**config.mk**
```make
export PLATFORM = sky130hd
export DESIGN_NAME = nbit_restoring_divider
export DESIGN_NICKNAME = d
export VERILOG_FILES = /design/src/rtl/nbit_restoring_divider_pkg.sv /design/src/rtl/nbit_restoring_divider.sv
export SDC_FILE = /design/constraint.sdc
export NUM_CORES = 1
export LEC_CHECK = 0
export BUFFER_PORTS_ARGS = -buffer_cell sky130_fd_sc_hd__buf_2
export CAP_MARGIN = 20
export CORE_ASPECT_RATIO = 1.2
export CORE_UTILIZATION = 49
export CTS_CLUSTER_DIAMETER = 60
export DETAILED_ROUTE_END_ITERATION = 6
export HOLD_SLACK_MARGIN = 0.03
export PLACE_DENSITY = 0.8
export RECOVER_POWER = 100
export SLEW_MARGIN = 20
export SYNTH_ARGS = -nofsm -noshare
export SYNTH_HDL_FRONTEND = slang
export SYNTH_SLANG_ARGS = --single-unit
```
**constraint.sdc**
```tcl
create_clock -name clk -period 1.8 [get_ports clk]
set_input_delay 0.27 -clock clk [delete_from_list [all_inputs] [get_ports clk]]
set_output_delay 0.27 -clock clk [all_outputs]
set_load 0.03 [all_outputs]
```
**src/rtl/nbit_restoring_divider_pkg.sv**
```systemverilog
// rtl/nbit_restoring_divider_pkg.sv - shared types and constants for the restoring divider
//
// Purpose: FSM state encoding, result flag bit positions, the subtractor flag
// position the divider consumes, and a helper that assembles the result flags.

package nbit_restoring_divider_pkg;

    typedef enum logic [1:0] {
        IDLE = 2'd0,
        RUN  = 2'd1,
        DONE = 2'd2
    } div_state_t;

    // Result flag vector bit positions (bit 3 is reserved and always 0)
    localparam int FLAG_Z   = 0;  // quotient == 0
    localparam int FLAG_DZ  = 1;  // divide by zero
    localparam int FLAG_RNZ = 2;  // remainder != 0

    // External subtractor flag bit positions
    localparam int SUB_ZERO   = 0;
    localparam int SUB_BORROW = 2;

    function automatic logic [3:0] pack_flags(input logic qz, input logic dz, input logic rnz);
        logic [3:0] f;
        f           = 4'b0000;
        f[FLAG_Z]   = qz;
        f[FLAG_DZ]  = dz;
        f[FLAG_RNZ] = rnz;
        return f;
    endfunction

endpackage

```
**src/rtl/nbit_restoring_divider.sv**
```systemverilog
// rtl/nbit_restoring_divider.sv - sequential N-bit unsigned restoring divider
//
// Purpose: one quotient bit per clock using an external combinational
// subtractor driven through sub_a/sub_b and read back the same cycle.
// Ports:
//   clk, rst             : clock, synchronous active-high reset
//   start                : begin a division (honoured only when idle)
//   dividend, divisor    : operands, sampled with start
//   sub_a, sub_b         : operands to the external subtractor (0 when not iterating)
//   sub_result, sub_flags: subtractor difference and flags (bit2 = borrow)
//   busy                 : high while iterating
//   done                 : one-cycle completion pulse
//   quotient, remainder  : registered results, held until next completion
//   flags                : [0] q==0, [1] div-by-zero, [2] r!=0, [3] 0

import nbit_restoring_divider_pkg::*;

module nbit_restoring_divider #(
    parameter int N = 4
) (
    input  logic         clk,
    input  logic         rst,
    input  logic         start,
    input  logic [N-1:0] dividend,
    input  logic [N-1:0] divisor,
    output logic [N-1:0] sub_a,
    output logic [N-1:0] sub_b,
    input  logic [N-1:0] sub_result,
    input  logic [3:0]   sub_flags,
    output logic         busy,
    output logic         done,
    output logic [N-1:0] quotient,
    output logic [N-1:0] remainder,
    output logic [3:0]   flags
);

    localparam int CW = (N > 2) ? $clog2(N) : 1;

    div_state_t    state_q, state_d;
    logic [N-1:0]  r_q, r_d;
    logic [N-1:0]  q_q, q_d;
    logic [N-1:0]  d_q, d_d;
    logic [CW-1:0] count_q, count_d;
    logic [N-1:0]  quot_d, rem_d;
    logic [3:0]    flags_d;
    logic [N-1:0]  shifted;
    logic          accept;

    // Only the borrow bit steers the algorithm; the others are unused here.
    logic unused_sub_flags;
    assign unused_sub_flags = ^{sub_flags[3], sub_flags[1:0]};

    always_ff @(posedge clk) begin
        if (rst) begin
            state_q   <= IDLE;
            r_q       <= '0;
            q_q       <= '0;
            d_q       <= '0;
            count_q   <= '0;
            quotient  <= '0;
            remainder <= '0;
            flags     <= 4'b0000;
        end else begin
            state_q   <= state_d;
            r_q       <= r_d;
            q_q       <= q_d;
            d_q       <= d_d;
            count_q   <= count_d;
            quotient  <= quot_d;
            remainder <= rem_d;
            flags     <= flags_d;
        end
    end

    // Before the final shift the partial remainder holds at most N-1
    // significant bits, so the N-bit subtractor never loses a carry.
    always_ff @(posedge clk) begin
        if (!rst && state_q == RUN) begin
            assert (r_q[N-1] == 1'b0)
                else $error("partial remainder MSB set during iteration");
        end
    end

    always_comb begin
        state_d = state_q;
        r_d     = r_q;
        q_d     = q_q;
        d_d     = d_q;
        count_d = count_q;
        quot_d  = quotient;
        rem_d   = remainder;
        flags_d = flags;
        sub_a   = '0;
        sub_b   = '0;
        shifted = '0;
        accept  = 1'b0;

        case (state_q)
            IDLE: begin
                if (start) begin
                    if (divisor != '0) begin
                        q_d     = dividend;
                        d_d     = divisor;
                        r_d     = '0;
                        count_d = CW'(N - 1);
                        state_d = RUN;
                    end else begin
                        quot_d  = '1;
                        rem_d   = dividend;
                        flags_d = pack_flags(1'b0, 1'b1, dividend != '0);
                        state_d = DONE;
                    end
                end
            end

            RUN: begin
                // Bring the next dividend bit into the partial remainder and
                // keep the difference only if no borrow occurred.
                shifted = {r_q[N-2:0], q_q[N-1]};
                sub_a   = shifted;
                sub_b   = d_q;
                accept  = ~sub_flags[SUB_BORROW];
                r_d     = accept ? sub_result : shifted;
                q_d     = {q_q[N-2:0], accept};
                count_d = count_q - 1'b1;
                if (count_q == '0) begin
                    quot_d  = q_d;
                    rem_d   = r_d;
                    flags_d = pack_flags(q_d == '0, 1'b0, r_d != '0);
                    state_d = DONE;
                end
            end

            DONE: begin
                state_d = IDLE;
            end

            default: begin
                state_d = IDLE;
            end
        endcase
    end

    assign busy = (state_q == RUN);
    assign done = (state_q == DONE);

endmodule

```
# Word-level counts from Yosys, hierarchy flattened
# Index checks and enable logic that the tools add are counted.
# W data, S select, Z words.
op_classes:
  addsub: 1
  mux: 28
  n_bitwise: 1
  shifts: 0
  mul: 0
  div: 0
  n_eq_ne: 6
  order_cmp: 0
  reduce_logical: 11
ops:
  columns: ["cell", "count"]
  rows:
  - ["$mux W4", 14]
  - ["$pmux W4 S2", 4]
  - ["$reduce_bool A4 Y1", 3]
  - ["$mux W2", 5]
  - ["$pmux W2 S2", 2]
  - ["$mux W3", 2]
  - ["$ne A2 B2 Y1 const B", 3]
  - ["$pmux W3 S2", 1]
  - ["$reduce_and A3 Y1", 2]
  - ["$logic_not A2 Y1", 2]
  - ["$logic_not A4 Y1", 1]
  - ["$reduce_and A4 Y1", 1]
  - ["$eq A2 B1 Y1 const B", 1]
  - ["$eq A2 B2 Y1 const B", 1]
  - ["$ne A2 B1 Y1 const B", 1]
  - ["$reduce_and A2 Y1", 1]
  - ["$reduce_bool A2 Y1", 1]
  - ["$sub A2 B1 Y2 const B", 1]
  - ["$not A1 Y1", 1]
word_totals:
  register_bits: 27
  latch_bits: 0
  rom_bits: 0
  output_inout_bits: 22
  ram_bits: 0
  in_bits: 19
  n_memories: 0

# Logic depth before layout (Yosys ltp)
depth:
  depth_word: 4
  depth_mapped: 6
  depth_no_buf: 5

# Worst setup path before layout
# OpenSTA, ideal clock, no wires.
synth_path:
  path_type: "register to output"
  start: "register state_q[0]"
  end: "output sub_a[0]"
  stages_incl_launch_ff: 5
  t_arrival_ns: 1.438
  required_ns: 1.530
  path_slack_ns: 0.092
  cell_sequence: "dfxtp_1 -> nand2b_2 -> inv_2 -> clkbuf_1 -> and2_1"
synth_between:
  elab_chain_len: 2
synth_lines:
  columns: ["item", "line", "rtl"]
  rows:
  - ["from (decl)", "nbit_restoring_divider.sv:39", "div_state_t state_q, state_d;"]
  - ["from (signal assigned)", "nbit_restoring_divider.sv:64", "state_q <= state_d;"]
  - ["$eq A2 B1 Y1", null, null]
  - ["via busy", "nbit_restoring_divider.sv:30", "output logic busy,"]
  - ["$mux W4", "nbit_restoring_divider.sv:98", "case (state_q)"]
  - ["to (decl)", "nbit_restoring_divider.sv:26", "output logic [N-1:0] sub_a,"]
# The timed path passes the listed nets, and every way through them passes these cells.

# Worst setup path in the final report
layout_path:
  start: "register state_q[1]"
  end: "output sub_a[0]"
layout_between:
  elab_chain_len: 2
layout_lines:
  columns: ["item", "line"]
  rows:
  - ["$eq A2 B1 Y1", "nbit_restoring_divider.sv:98"]
  - ["$mux W4", "nbit_restoring_divider.sv:98"]
# No other way between the ends.

==> flow_summary.json <==
{
  "wl_mm": 2.682,
  "tns_ns": 0,
  "synth_edf_count": 0,
  "grt_pass1_vias": 1042,
  "vias": 1140,
  "drv_slew": 0,
  "synthAdderAreaFrac_pct": 0.9911,
  "nNetsFinal": 200,
  "cpPeakStageDelay_ns": 0.37,
  "layout-drive-gt1-share_pct": 20.22,
  "drt_iter0_drc": 16,
  "critPathCapture": "sub_a[0]",
  "reg2regPathDepth": 5,
  "worst_path_max_delay_cell": "dfxtp_1",
  "portBuffers": 36,
  "slew_headroom_pct": 66.24,
  "fin_crit_ns": 1.700,
  "r2r-start": "state_q[1]",
  "grt_pass1_wl_mm": 4.388,
  "crit_start": "state_q[1]",
  "htree_levels": 1,
  "cp.arrival_ns": 1.43,
  "crit_chain": "nand2b_2 > inv_6 > and2_1 > clkbuf_2",
  "p_per_area_nw_per_um2": 861.6,
  "clockRootBuffer": "clkbuf_4",
  "synth_top_family_by_area": "simple AND/OR/NAND/NOR gates",
  "die_x_um": 48.34,
  "yosysWarnings": 0,
  "worstSetupPathDepth": 4,
  "numCtsBuffers": 3,
  "rrSetupSlack_ns": 0.19,
  "cp_max_fo": 24,
  "synth_nets": 168,
  "yosysUniqueCellTypes": 36,
  "synth_cells": 148,
  "cts.sinks": 26,
  "synthMuxAreaShare_pct": 3.171,
  "cts_tree": "built",
  "setup_violations": 0,
  "synth_xor_area_share_pct": 0,
  "async_reset_ff_share_pct": 0,
  "num_antenna_cells": 0,
  "grt_use_total_pct": 20.22,
  "syn_area_um2": 1262,
  "irDropWorstVdd_uv": 709.8,
  "synth-compound-area-share_pct": 20.52,
  "required_ns": 1.53,
  "hold_class": "input pin to flip-flop",
  "worstSetupEndpointType": "output port",
  "core_area_um2": 2354,
  "yosysSeqAreaShare_pct": 41.23,
  "place_hpwl_mm": 1.951,
  "clk_path_buf_depth": 2,
  "clock_skew_ns": 0.005940,
  "syn_to_final_growth_pct": 12.59,
  "worst_pin_slew_ns": 0.5012,
  "wl_per_cell_um": 12.83,
  "power_w": 0.001225,
  "clk_latency_ns": 0.32,
  "gp_congestion": 0.8148,
  "overflow": 0,
  "final.period_utilization_pct": 94.45,
  "avgSynthCellArea_um2": 8.530,
  "drtPass1Iterations": 4,
  "synthFlopType": "dfxtp_1",
  "yosys.area_share.simple_pct": 27.85,
  "num_rows": 19,
  "finalHoldViolations": 0,
  "die-area_um2": 2784,
  "ant_nets": 0,
  "antenna_found_initial": 0,
  "critPathTopFamily": "simple AND/OR/NAND/NOR gates",
  "initial_core_util_pct": 53.64,
  "drc": 0,
  "maxCapViolCount": 0,
  "status": "finished clean",
  "io_pins": 41,
  "rsz0062_at_grt": "no",
  "grt_max_degree": 27,
  "synth_seq_cells": 26,
  "die_h_um": 57.61,
  "p_leak_nw": 0.5562,
  "fmax_ghz": 0.5882,
  "viasPerCell": 5.455,
  "fillers": 243,
  "timing.rr.end": "quotient[0]",
  "critPathKind": "flip-flop to output port",
  "worst-path-buf-inv": 2,
  "clk_pin_slew_ns": 0.13,
  "cp-start-kind": "flip-flop"
}
## metrics by stage
step | area, um2 | utilization (%) | std cells | setup slack (ns) | hold WS [ns]
6_report | 1421 | 60.39 | 209 | 0.09991 | 0.2184
2_1_floorplan | 1262 | - | 148 | 0.09182 | 0.4060
5_1_grt | 1421 | 60.39 | 209 | 0.008892 | 0.2094
3_3_place_gp | 1429 | 60.71 | 206 | 0.2646 | 0.4389
4_1_cts | 1454 | 61.78 | 209 | 0.02969 | 0.2150
3_5_place_dp | 1429 | 60.71 | 206 | 0.2413 | 0.4461
## synthesized netlist by cell type (2+ instances only)
master	count	area (um2)
dfxtp_1	26	520.5
o211ai_1	2	15.01
nand2_1	21	78.83
nor2_1	23	86.33
a311oi_2	4	60.06
clkbuf_1	4	15.01
buf_2	3	15.01
nor3b_1	3	22.52
and2_1	8	50.05
nor3_1	8	40.04
buf_6	2	22.52
mux2i_1	4	40.04
inv_1	3	11.26
nand2b_1	2	12.51
a21oi_1	14	70.07
## worst register-to-register path, delay by kind of cell (launching register included)
family,cells,cell delay (ns)
flops,1,0.37
compound gates,2,0.68
simple gates,2,0.33
buf+inv,1,0.16
## state kept, by name (all words and copies together) (netlist names)
register,flops
remainder,4
flags,3
r_q,3
q_q,4
quotient,4
state_q,2
count_q,2
d_q,4
## per-layer routing
layer | track usage (%) | wire length (um)
met5 | 0 | 0
met1 | 23.42 | 1176
met3 | 3.733 | 131
met4 | 9.244 | 51
met2 | 36.22 | 1323
## cell usage in the layout (no fill, tap or decap), types with 2 or more instances in the layout
| cell | netlist | final |
|---|---|---|
| a311oi_2 | 4 | 3 |
| clkbuf_1 | 4 | 13 |
| mux2i_1 | 4 | 4 |
| nand2b_1 | 2 | 2 |
| nor2_1 | 23 | 23 |
| nor3b_1 | 3 | 3 |
| nand2_1 | 21 | 21 |
| inv_1 | 3 | 3 |
| o211ai_1 | 2 | 2 |
| a211oi_1 | 1 | 2 |
| nor3_1 | 8 | 8 |
| and2_1 | 8 | 8 |
| clkbuf_2 | 0 | 8 |
| clkbuf_4 | 0 | 3 |
| dfxtp_1 | 26 | 25 |
| a21oi_1 | 14 | 14 |
| buf_2 | 3 | 15 |
## cells by family (layout without fill, tap and decap cells)
group	count (synthesis)	count (layout)
simple gates	70	70
compound gates	32	32
flops	26	26
buf+inv	14	44
mux	4	4
fa+ha+maj	1	1
other cells	1	1
## power breakdown
| part | leakage (nW) | total [W] | switching, W | internal, W |
|---|---|---|---|---|
| logic | 0.329 | 0.000322 | 0.000216 | 0.000106 |
| clock network | 0.0138 | 0.000244 | 0.000166 | 0.0000785 |
| registers | 0.214 | 0.000658 | 0.0000322 | 0.000626 |
## worst min-delay path by stage
stage,start,end,slack [ns],cells past startpoint
after floorplan,divisor[0],d_q[0],0.41,2
after global placement,d_q[3],d_q[3],0.44,2
after detailed placement,d_q[0],d_q[0],0.45,2
after CTS,divisor[3],d_q[3],0.21,3
after global routing,divisor[3],d_q[3],0.21,3
final,divisor[3],d_q[3],0.22,3
## repair_timing
item | CTS | global route
hold buffers | 0 | 0
setup endpoints to repair | 8 | 8
gates cloned | 0 | 0
pin swaps | 0 | 0
buffers inserted | 0 | 0
resized for setup | 1 | 2
## area by class of cell
type,count,area (um2),area share (%)
Multi-Input combinational cell,108,646.9,45.51
Sequential cell,26,521.8,36.71
Timing Repair Buffer,37,171.4,12.06
Tap cell,31,38.79,2.729
Clock buffer,3,22.52,1.585
Inverter,4,20.02,1.408
Power figures use the tool's default switching activity.
